$ cat src/rtl/sqrt_pkg.sv
// Shared constants and width helpers for the pipelined integer square root.
package sqrt_pkg;

  localparam int ROUND_FLOOR   = 0;
  localparam int ROUND_NEAREST = 1;

  function automatic int res_w(input int din_w);
    return (din_w + 1) / 2;
  endfunction

  function automatic int dout_w(input int din_w);
    return (din_w + 2) / 2;
  endfunction

  function automatic int rem_w(input int din_w);
    return res_w(din_w) + 1;
  endfunction

endpackage

$ cat src/rtl/sqrt_stage.sv
// One registered step of the subtract-based square-root recurrence: takes the
// top bit pair of the remaining radicand and appends one root bit.
module sqrt_stage #(
  parameter int RES_W = 11,
  parameter int TAG_W = 1
) (
  input  logic               i_clk,
  input  logic               i_rst_n,
  input  logic               i_ce,
  input  logic               i_valid,
  input  logic [TAG_W-1:0]   i_tag,
  input  logic [RES_W-1:0]   i_q,
  input  logic [RES_W+1:0]   i_r,
  input  logic [2*RES_W-1:0] i_x,
  output logic               o_valid,
  output logic [TAG_W-1:0]   o_tag,
  output logic [RES_W-1:0]   o_q,
  output logic [RES_W+1:0]   o_r,
  output logic [2*RES_W-1:0] o_x
);

  logic [RES_W+1:0] w_r_shift;
  logic [RES_W+1:0] w_trial;
  logic [RES_W+1:0] w_r_next;
  logic [RES_W-1:0] w_q_next;
  logic             w_ge;

  // Trial subtraction of (4q+1) from the shifted partial remainder
  always_comb begin
    w_r_shift = (i_r << 2'd2) | {{RES_W{1'b0}}, i_x[2*RES_W-1 -: 2]};
    w_trial   = {i_q, 2'b01};
    w_ge      = (w_r_shift >= w_trial);
    w_q_next  = i_q << 1'd1;
    if (w_ge) begin
      w_r_next    = w_r_shift - w_trial;
      w_q_next[0] = 1'b1;
    end else begin
      w_r_next    = w_r_shift;
    end
  end

  // Stage register; holds while the pipeline is stalled
  always_ff @(posedge i_clk or negedge i_rst_n) begin
    if (!i_rst_n) begin
      o_valid <= 1'b0;
      o_tag   <= '0;
      o_q     <= '0;
      o_r     <= '0;
      o_x     <= '0;
    end else if (i_ce) begin
      o_valid <= i_valid;
      o_tag   <= i_tag;
      o_q     <= w_q_next;
      o_r     <= w_r_next;
      o_x     <= i_x << 2'd2;
    end
  end

endmodule

$ cat src/rtl/sqrt_pipe.sv
// Fully pipelined integer square root with floor/round-to-nearest result,
// remainder, sideband tag and a globally stalling valid/ready handshake.
module sqrt_pipe
  import sqrt_pkg::*;
#(
  parameter int DIN_W      = 21,
  parameter int ROUND_MODE = ROUND_NEAREST,
  parameter int TAG_W      = 1
) (
  input  logic                     sys_clk,
  input  logic                     sys_rst_n,
  input  logic [DIN_W-1:0]         din,
  input  logic [TAG_W-1:0]         din_tag,
  input  logic                     din_valid,
  output logic                     din_ready,
  output logic [dout_w(DIN_W)-1:0] dout,
  output logic [rem_w(DIN_W)-1:0]  dout_rem,
  output logic [TAG_W-1:0]         dout_tag,
  output logic                     dout_valid,
  input  logic                     dout_ready
);

  localparam int RES_W  = res_w(DIN_W);
  localparam int DOUT_W = dout_w(DIN_W);
  localparam int REM_W  = rem_w(DIN_W);
  localparam int PAD_W  = 2 * RES_W;

  logic                w_ce;
  logic                r_in_valid;
  logic [TAG_W-1:0]    r_in_tag;
  logic [PAD_W-1:0]    r_in_x;

  logic                w_valid [0:RES_W];
  logic [TAG_W-1:0]    w_tag   [0:RES_W];
  logic [RES_W-1:0]    w_q     [0:RES_W];
  logic [RES_W+1:0]    w_r     [0:RES_W];
  logic [PAD_W-1:0]    w_x     [0:RES_W];

  logic [DOUT_W-1:0]   w_root;
  logic [DOUT_W-1:0]   r_dout;
  logic [REM_W-1:0]    r_dout_rem;
  logic [TAG_W-1:0]    r_dout_tag;
  logic                r_dout_valid;

  // A single enable stalls every stage together, so bubbles are kept
  assign w_ce      = dout_ready | ~r_dout_valid;
  assign din_ready = w_ce;

  // Input capture register; radicand zero-extended to an even width
  always_ff @(posedge sys_clk or negedge sys_rst_n) begin
    if (!sys_rst_n) begin
      r_in_valid <= 1'b0;
      r_in_tag   <= '0;
      r_in_x     <= '0;
    end else if (w_ce) begin
      r_in_valid <= din_valid;
      r_in_tag   <= din_tag;
      r_in_x     <= PAD_W'(din);
    end
  end

  assign w_valid[0] = r_in_valid;
  assign w_tag[0]   = r_in_tag;
  assign w_q[0]     = '0;
  assign w_r[0]     = '0;
  assign w_x[0]     = r_in_x;

  for (genvar g = 0; g < RES_W; g++) begin : g_stage
    sqrt_stage #(
      .RES_W (RES_W),
      .TAG_W (TAG_W)
    ) u_stage (
      .i_clk   (sys_clk),
      .i_rst_n (sys_rst_n),
      .i_ce    (w_ce),
      .i_valid (w_valid[g]),
      .i_tag   (w_tag[g]),
      .i_q     (w_q[g]),
      .i_r     (w_r[g]),
      .i_x     (w_x[g]),
      .o_valid (w_valid[g+1]),
      .o_tag   (w_tag[g+1]),
      .o_q     (w_q[g+1]),
      .o_r     (w_r[g+1]),
      .o_x     (w_x[g+1])
    );
  end

  // Round up when the floor remainder exceeds the floor root (no ties exist)
  always_comb begin
    w_root = DOUT_W'(w_q[RES_W]);
    if ((ROUND_MODE == ROUND_NEAREST) && (w_r[RES_W] > {2'b00, w_q[RES_W]})) begin
      w_root = DOUT_W'(w_q[RES_W]) + {{(DOUT_W-1){1'b0}}, 1'b1};
    end else begin
      w_root = DOUT_W'(w_q[RES_W]);
    end
  end

  // Registered output stage
  always_ff @(posedge sys_clk or negedge sys_rst_n) begin
    if (!sys_rst_n) begin
      r_dout       <= '0;
      r_dout_rem   <= '0;
      r_dout_tag   <= '0;
      r_dout_valid <= 1'b0;
    end else if (w_ce) begin
      r_dout       <= w_root;
      r_dout_rem   <= w_r[RES_W][REM_W-1:0];
      r_dout_tag   <= w_tag[RES_W];
      r_dout_valid <= w_valid[RES_W];
    end
  end

  assign dout       = r_dout;
  assign dout_rem   = r_dout_rem;
  assign dout_tag   = r_dout_tag;
  assign dout_valid = r_dout_valid;

endmodule

$ cat config.mk
export PLATFORM = sky130hd
export DESIGN_NAME = sqrt_pipe
export DESIGN_NICKNAME = d
export VERILOG_FILES = /design/src/rtl/sqrt_pkg.sv /design/src/rtl/sqrt_stage.sv /design/src/rtl/sqrt_pipe.sv
export SDC_FILE = /design/constraint.sdc
export NUM_CORES = 1
export LEC_CHECK = 0
export ABC_AREA = 0
export CORE_MARGIN = 5
export CORE_UTILIZATION = 70
export DETAILED_ROUTE_END_ITERATION = 6
export PLACE_DENSITY_LB_ADDON = 0.25
export RECOVER_POWER = 25
export SLEW_MARGIN = 20
export SYNTH_ARGS = -nofsm -noshare
export SYNTH_HDL_FRONTEND = slang
export SYNTH_HIERARCHICAL = 1
export SYNTH_SLANG_ARGS = --single-unit
$ cat constraint.sdc
create_clock -name sys_clk -period 7.1 [get_ports sys_clk]
set_input_delay 1.775 -clock sys_clk [delete_from_list [all_inputs] [get_ports sys_clk]]
set_output_delay 1.775 -clock sys_clk [all_outputs]
set_load 0.01 [all_outputs]
---- Word level (Yosys, flattened, before mapping) ----
Index checks and enable logic that the tools add are counted.
storage, ports and cells
  register bits after elaboration ......... 369
  latch bits .............................. 0
  memory bits (writable) .................. 0
  ROM bits ................................ 0
  output and inout bits ................... 26
  logic and storage cells ................. 120
  memories ................................ 0
cells by class
  add/subtract/negate cells ............... 12
  $mul .................................... 0
  div/mod/pow operators ................... 0
  order comparisons ....................... 12
  equal/unequal tests ..................... 0
  shifts and indexed selects .............. 0
  multiplexer cells ....................... 23
  bitwise logic cells ..................... 12
  reduce and logical (&&, ||, !) cells .... 0
operator list
  operator                                                          count
  13-bit by 2-bit OR with 13-bit output                             10
  11-bit two-way mux                                                11
  13-bit by 10-bit >= comparator with 1-bit output                  1
  13-bit by 11-bit >= comparator with 1-bit output                  1
  13-bit by 12-bit >= comparator with 1-bit output                  1
  13-bit by 3-bit >= comparator with 1-bit output                   1
  13-bit by 4-bit >= comparator with 1-bit output                   1
  13-bit by 5-bit >= comparator with 1-bit output                   1
  13-bit by 6-bit >= comparator with 1-bit output                   1
  13-bit by 7-bit >= comparator with 1-bit output                   1
  13-bit by 8-bit >= comparator with 1-bit output                   1
  13-bit by 9-bit >= comparator with 1-bit output                   1
  13-bit by 11-bit > comparator with 1-bit output                   1
  13-bit two-way mux                                                1
  13-bit by 12-bit subtractor with 13-bit output                    1
  11-bit by 1-bit adder with 11-bit output (second input constant)  1
  1-bit two-way mux                                                 11
  11-bit by 10-bit subtractor with 11-bit output                    1
  11-bit subtractor                                                 1
  11-bit by 3-bit subtractor with 11-bit output                     1
  11-bit by 4-bit subtractor with 11-bit output                     1
  11-bit by 5-bit subtractor with 11-bit output                     1
  11-bit by 6-bit subtractor with 11-bit output                     1
  11-bit by 7-bit subtractor with 11-bit output                     1
  6 further kinds                                                   6

---- Logic depth before layout (Yosys ltp) ----
Gate-level depths: netlist of run 1.
  word-level depth ........................ 3
  mapped depth ............................ 10

---- By module ----
The synthesis of run 1 kept the hierarchy.
by module, submodules not included
  module                               times used  cells each  area each (sq um)  sequential area each (sq um)
  sqrt_stage (g_stage[0].u_stage ...)  7           241         2,561.2            1,151.1
  sqrt_stage (g_stage[6].u_stage ...)  4           239         2,546.2            1,151.1
  sqrt_pipe                            1           269         2,338.5            1,201.2

---- Worst setup path before layout of run 1 ----
Ideal clock, no wire load.
  path kind ............................... input -> output
  start point ............................. input port dout_ready
  end point ............................... output port din_ready
  data arrival time ....................... 3.088 ns
  data required time ...................... 5.325 ns
  setup slack ............................. 2.237 ns
  stages .................................. 4
  buffers on the path ..................... 2
  cells stage by stage .................... nor2b_1 > clkbuf_1 > clkinv_1 > clkbuf_1
between the ends
  word-level cells in the longest chain between the ends .. 1
RTL lines
  what                RTL line         source
  start: declaration  sqrt_pipe.sv:20  input logic dout_ready
  1-bit OR            sqrt_pipe.sv:46  assign w_ce = dout_ready | ~r_dout_valid;
  end: declaration    sqrt_pipe.sv:15  output logic din_ready,
No other way between the ends.

---- Worst setup path in the final report of run 1 ----
Same ends and word-level chain as after synthesis.

==> results of run 1 <==
cells in the final DEF, fill, tap and decap left out, types with 18 or more instances in the layout:
cell type / n
nand2_1: 336
a21oi_2: 19
nand3_1: 47
nand2b_1: 32
o21ai_2: 22
a31oi_1: 103
conb_1: 43
o211ai_1: 32
a211oi_1: 20
ha_1: 155
a21oi_1: 111
xnor2_1: 37
nor3_1: 26
clkdlybuf4s50_1: 50
a21o_1: 42
nor2b_1: 18
clkbuf_16: 45
xor2_1: 26
mux2_2: 253
dfrtp_1: 424
inv_1: 188
nor2_1: 132
o21ai_0: 44
worst max-delay path, delay by kind of cell:
family / cells / cell delay (ns)
buf+inv: 4 / 1.87
simple gates: 1 / 0.04
power by group through the flow:
stage                     Clock [mW]  Sequential [mW]  Combinational (mW)
after floorplan                    0             4.31                7.61
after global placement             0             4.70                8.55
after detailed placement           0             4.76                8.92
after CTS                       2.41             4.74                9.02
after global routing            2.51             4.87                10.1
final                           2.36             4.75                9.08
layout make-up:
| cell class | count | area [sq um] |
|---|---|---|
| clock buffers | 65 | 1320 |
| clock inverters | 15 | 184 |
| fillers | 2285 | 7860 |
| inverters | 189 | 717 |
| multi-input cells | 1721 | 12500 |
| flip-flops and latches | 424 | 10600 |
| well taps | 455 | 569 |
| repair buffers | 59 | 602 |
worst paths after layout:
kind | startpoint | to | slack, ns | cells past startpoint
min | dout_rem[8] | dout_rem[8] | 0.46 | 2
max | dout_ready | din_ready | 1.61 | 5
min reg2reg | dout_rem[8] | dout_rem[8] | 0.46 | 2
max reg2reg | dout_valid | g_stage[3].u_stage/o_x[13] | 3.41 | 6
max in group asynchronous | sys_rst_n | g_stage[6].u_stage/o_q[9] | 2.18 | 2
min in group asynchronous | sys_rst_n | dout[5] | 2.63 | 1
sequential cells by signal, summed over array words and instances, names as in the netlist:
name and flops:
dout 11, g_stage.u_stage/o_r 123, g_stage.u_stage/o_x 110, r_in_tag 1, dout_valid 1, g_stage.u_stage/o_tag 11, dout_tag 1, r_in_valid 1
r_in_x 21, g_stage.u_stage/o_valid 11, dout_rem 12, g_stage.u_stage/o_q 121
routing by layer:
layer  wire length [microns]  track usage  share of wire  vias up
li1                        -            -              -     8456
met1                   21900        0.347           0.42     8615
met2                   26500        0.477           0.51      360
met3                    1750       0.0311          0.034      114
met4                    1470       0.0796          0.028        0
met5                       0            0              0        -
stage by stage:
stage | hold slack, ns | power, mW
floorplan | 0.430 | 11.9
finish | 0.464 | 16.2
global route | 0.483 | 17.5
CTS | 0.468 | 16.2
detailed placement | 0.455 | 13.7
global placement | 0.449 | 13.2
==> flow_summary_export.csv, run 1 <==
group,metric,value,unit
clocking,cts_root_buf,"clkbuf_16",
global_route,grt_usage,0.268,
timing,period_needed,5.49,ns
timing,hold_viol,0,
final_layout,finalNonFillerCells,2928,
final_layout,final_area,26500,sq um
clocking,cts_hold_buf,0,
yosys,syn-instance-count,2397,
clocking,tritoncts,"built",
timing,fmaxAchievable,182,MHz
floorplan,io_pins,52,
final_layout,syn_to_final_growth,9.40,%
hold_path,hp-class,"reg -> reg",
clocking,cts_sinks,424,
final_layout,final_util,0.771,
worst_setup_path,cp_max_fo,81,
final_layout,nNetsFinal,2621,
floorplan,fp.dieH,196,microns
timing,skew,0.0121,ns
place,place_ws,1.60,ns
floorplan,die_area,38400,sq um
final_layout,drive_gt1_frac,0.184,
worst_setup_path,path_class,"in -> out",
yosys,netlist_area,24200,sq um
timing,setup_ws,1.61,ns
timing,grt_setup_unrepaired,"false",
route,ant_nets,0,
route,viasPerCell,5.99,
timing,timing.final.crit_share,0.773,
worst_setup_path,critical-path-max-stage-delay,0.64,ns
global_route,grt_first_pass_wirelength,87.1,mm
place,hpwl,36.5,mm
pwr,power_density,610,nW/um^2
worst_setup_path,crit_slowest_cell,"clkdlybuf4s50_1",
timing,finalMaxSlewViolations,69,
final_layout,antenna_cells,0,
timing,slew_headroom,-1.68,
place,dpl.cell_count,2848,
clocking,cts_buffers,45,
pwr,clkPwrFrac,0.146,
timing,finalSetupViolations,0,
clocking,h-tree-depth,2,
global_route,grt_antenna_before_repair,0,
yosys,yosys_warnings,6,
floorplan,die_w,196,microns
timing,worst_pin_slew,4.02,ns
place,place.gp.congestion,0.866,
worst_setup_path,crit_path_cell_trace,"clkdlybuf4s50_1, nor2b_4, buf_4, inv_8, clkdlybuf4s50_1",
clocking,clockBufferDepth,3,
yosys,syn_avg_cell_area,10.1,sq um
pwr,leakagePower,12.1,nW
pwr,ir_drop,0.000400,V
route,vias,17545,
clocking,post_cts_resize_count,0,
worst_setup_path,worst_setup_path_end_kind,"output pin",
outcome,violations,"max-capacitance violations, max-slew violations",
floorplan,row_count,68,
worst_setup_path,arrival,3.71,ns
floorplan,core,34400,sq um
timing,tns,0,ns
clocking,path_clk_slew,0.06,ns
pwr,seq_power_share,0.293,
worst_setup_path,crit_required,5.33,ns
floorplan,start_util,0.705,
route,wl_per_cell,17.6,microns
route,drt_iter0_markers,980,
pwr,p_int,9.20,mW
global_route,first_global_vias,17810,
place,post_dp_cell_area,25000,sq um
worst_setup_path,cpMostUsedCell,"clkdlybuf4s50_1",
pwr,netSwitchingPower,6.98,mW
pwr,switching_share,0.432,
global_route,grt.overflow.total,0,
route,drcViolationCount,0,
route,firstDrtPassIters,6,
run,drv_cap,1,
global_route,grt_max_degree,205,
clocking,insertion_delay,0.55,ns
outcome,status,"finished with violations",
route,drt_wl_total,51.6,mm
clocking,postCtsSetupBuffers,0,
pwr,pwr-share-comb,0.561,
worst_setup_path,worstSetupStartpointType,"primary input",
place,portBuffers,51,
No activity file was read; power rests on OpenSTA's default activity.
==> run 2, diff against run 1 <==
Settings changed: CORE_UTILIZATION 70 to 59.
Clock period 7.1 ns to 4.86 ns, I/O delays scaled along.
==> run 2 against run 1 <==
The flow still finishes with violations (max-capacitance violations, max-slew violations). Largest power group unchanged. Combinational power increased by 45%. Die area is 18% higher. Non-clock buffer count grew 3. Clock skew is 0.0067 ns higher. Register-to-register slack worse by 1.3 ns.
==> flow_summary_export.csv, run 2 (same netlist as run 1, synthesis figures left out) <==
group,metric,value,unit
place,place.gp.congestion,0.870,
route,firstDrtPassIters,5,
timing,whs,0.467,ns
clocking,insertion_delay,0.57,ns
clocking,cts_hold_buf,0,
pwr,ir_drop,0.000456,V
worst_setup_path,cp_max_fo,62,
route,drt_iter0_markers,1015,
timing,tns,0,ns
route,drt_wl_total,50.4,mm
worst_setup_path,worst_setup_path_end_kind,"output pin",
global_route,first_global_vias,17674,
run,drv_cap,1,
floorplan,die_area,45200,sq um
timing,skew,0.0187,ns
worst_setup_path,reg2reg_slack,2.11,ns
timing,hold_viol,0,
worst_setup_path,arrival,2.72,ns
final_layout,top_regs,"g_stage.u_stage/o_r (123), g_stage.u_stage/o_q (121), g_stage.u_stage/o_x (110)",
place,portBuffers,51,
global_route,grt_usage,0.227,
hold_path,min_from,"g_stage[10].u_stage/o_valid",
final_layout,largest_register,"g_stage.u_stage/o_r",
floorplan,fp.dieH,213,microns
timing,grt_setup_unrepaired,"false",
final_layout,syn_to_final_growth,10.8,%
global_route,grt_antenna_before_repair,0,
pwr,leakagePower,12.3,nW
global_route,grt_first_pass_wirelength,86.2,mm
worst_setup_path,crit_required,3.64,ns
place,hpwl,35.7,mm
clocking,path_clk_slew,0.06,ns
final_layout,largest_reg_flops,123,
clocking,postCtsSetupBuffers,0,
timing,finalMaxSlewViolations,108,
final_layout,final_common_cell,"dfrtp_1",
global_route,grt.overflow.total,0,
worst_setup_path,cpLargestDelayFamily,"buffers and inverters",
timing,setup_ws,0.923,ns
outcome,violations,"max-capacitance violations, max-slew violations",
floorplan,row_count,74,
floorplan,core,40700,sq um
worst_setup_path,ff2ff_path_depth,7,
timing,timing.final.crit_share,0.810,
floorplan,start_util,0.595,
final_layout,final_area,26900,sq um
clocking,h-tree-depth,2,
pwr,power.total,23.9,mW
final_layout,final_util,0.659,
route,viasPerCell,5.78,
pwr,power_density,889,nW/um^2
clocking,tritoncts,"built",
place,dpl.cell_count,2928,
worst_setup_path,path_class,"in -> out",
hold_path,holdPathStages,1,
route,wl_per_cell,16.7,microns
final_layout,layout_common_cells,"dfrtp_1, nand2_1, mux2_2, inv_1, ha_1",
floorplan,io_pins,52,
worst_setup_path,crit_slowest_cell,"clkdlybuf4s50_1",
timing,period_needed,3.94,ns
final_layout,finalNonFillerCells,3012,
clocking,cts_root_buf,"clkbuf_16",
final_layout,drive_gt1_frac,0.190,
final_layout,nNetsFinal,2625,
worst_setup_path,cpMostUsedCell,"clkdlybuf4s50_1",
route,vias,17413,
clocking,cts_buffers,46,
worst_setup_path,worstSetupStartpointType,"primary input",
hold_path,hp-class,"reg -> reg",
timing,fmaxAchievable,254,MHz
clocking,cts_sinks,424,
floorplan,die_w,213,microns
final_layout,fill_cells,3126,
worst_setup_path,crit_path_cell_trace,"clkdlybuf4s50_1, nor2b_4, inv_8, clkdlybuf4s50_1",
worst_setup_path,critical-path-max-stage-delay,0.62,ns
route,ant_nets,0,
timing,worst_pin_slew,2.84,ns
route,drcViolationCount,0,
clocking,clockBufferDepth,3,
hold_path,hold_path_end,"dout_valid",
worst_setup_path,r2r_start,"g_stage[10].u_stage/o_q[6]",
final_layout,antenna_cells,0,
global_route,grt_max_degree,228,
outcome,status,"finished with violations",
worst_setup_path,crit_buf_inv,3,
timing,slew_headroom,-0.892,
place,place_ws,0.920,ns
clocking,post_cts_resize_count,0,
place,post_dp_cell_area,25200,sq um
timing,finalSetupViolations,0,
worst_setup_path,rr_endpoint,"dout[8]",
==> run 2: layout make-up <==
type	instances	area, sq um	area share
multi-input cells	1721	12500	0.466
clock inverters	26	400	0.0149
flip-flops and latches	424	10600	0.395
repair buffers	62	663	0.0247
well taps	532	666	0.0248
clock buffers	58	1300	0.0483
inverters	189	717	0.0267
==> run 2: worst max path at each step <==
stage / from / endpoint / slack (ns) / depth (start not counted)
global route: dout_ready / din_ready / 0.87 / 4
CTS: dout_ready / din_ready / 0.92 / 4
detailed placement: dout_ready / din_ready / 0.92 / 4
finish: dout_ready / din_ready / 0.92 / 4
global placement: dout_ready / din_ready / 0.93 / 4
floorplan: dout_ready / din_ready / 1.35 / 4
==> run 2: power by group <==
part	switching [mW]	total (mW)	internal, mW
clock	1.46	3.84	2.38
sequential	1.52	6.88	5.35
combinational	7.12	13.2	6.04
==> run 2: routing by layer <==
| metal | routed length (microns) | share of wire | global-route usage | up-vias |
|---|---|---|---|---|
| met5 | 0 | 0 | 0 | - |
| met4 | 1180 | 0.023 | 0.0611 | 0 |
| met3 | 1660 | 0.033 | 0.0311 | 83 |
| met2 | 26200 | 0.52 | 0.413 | 300 |
| met1 | 21400 | 0.42 | 0.285 | 8555 |
| li1 | - | - | - | 8475 |
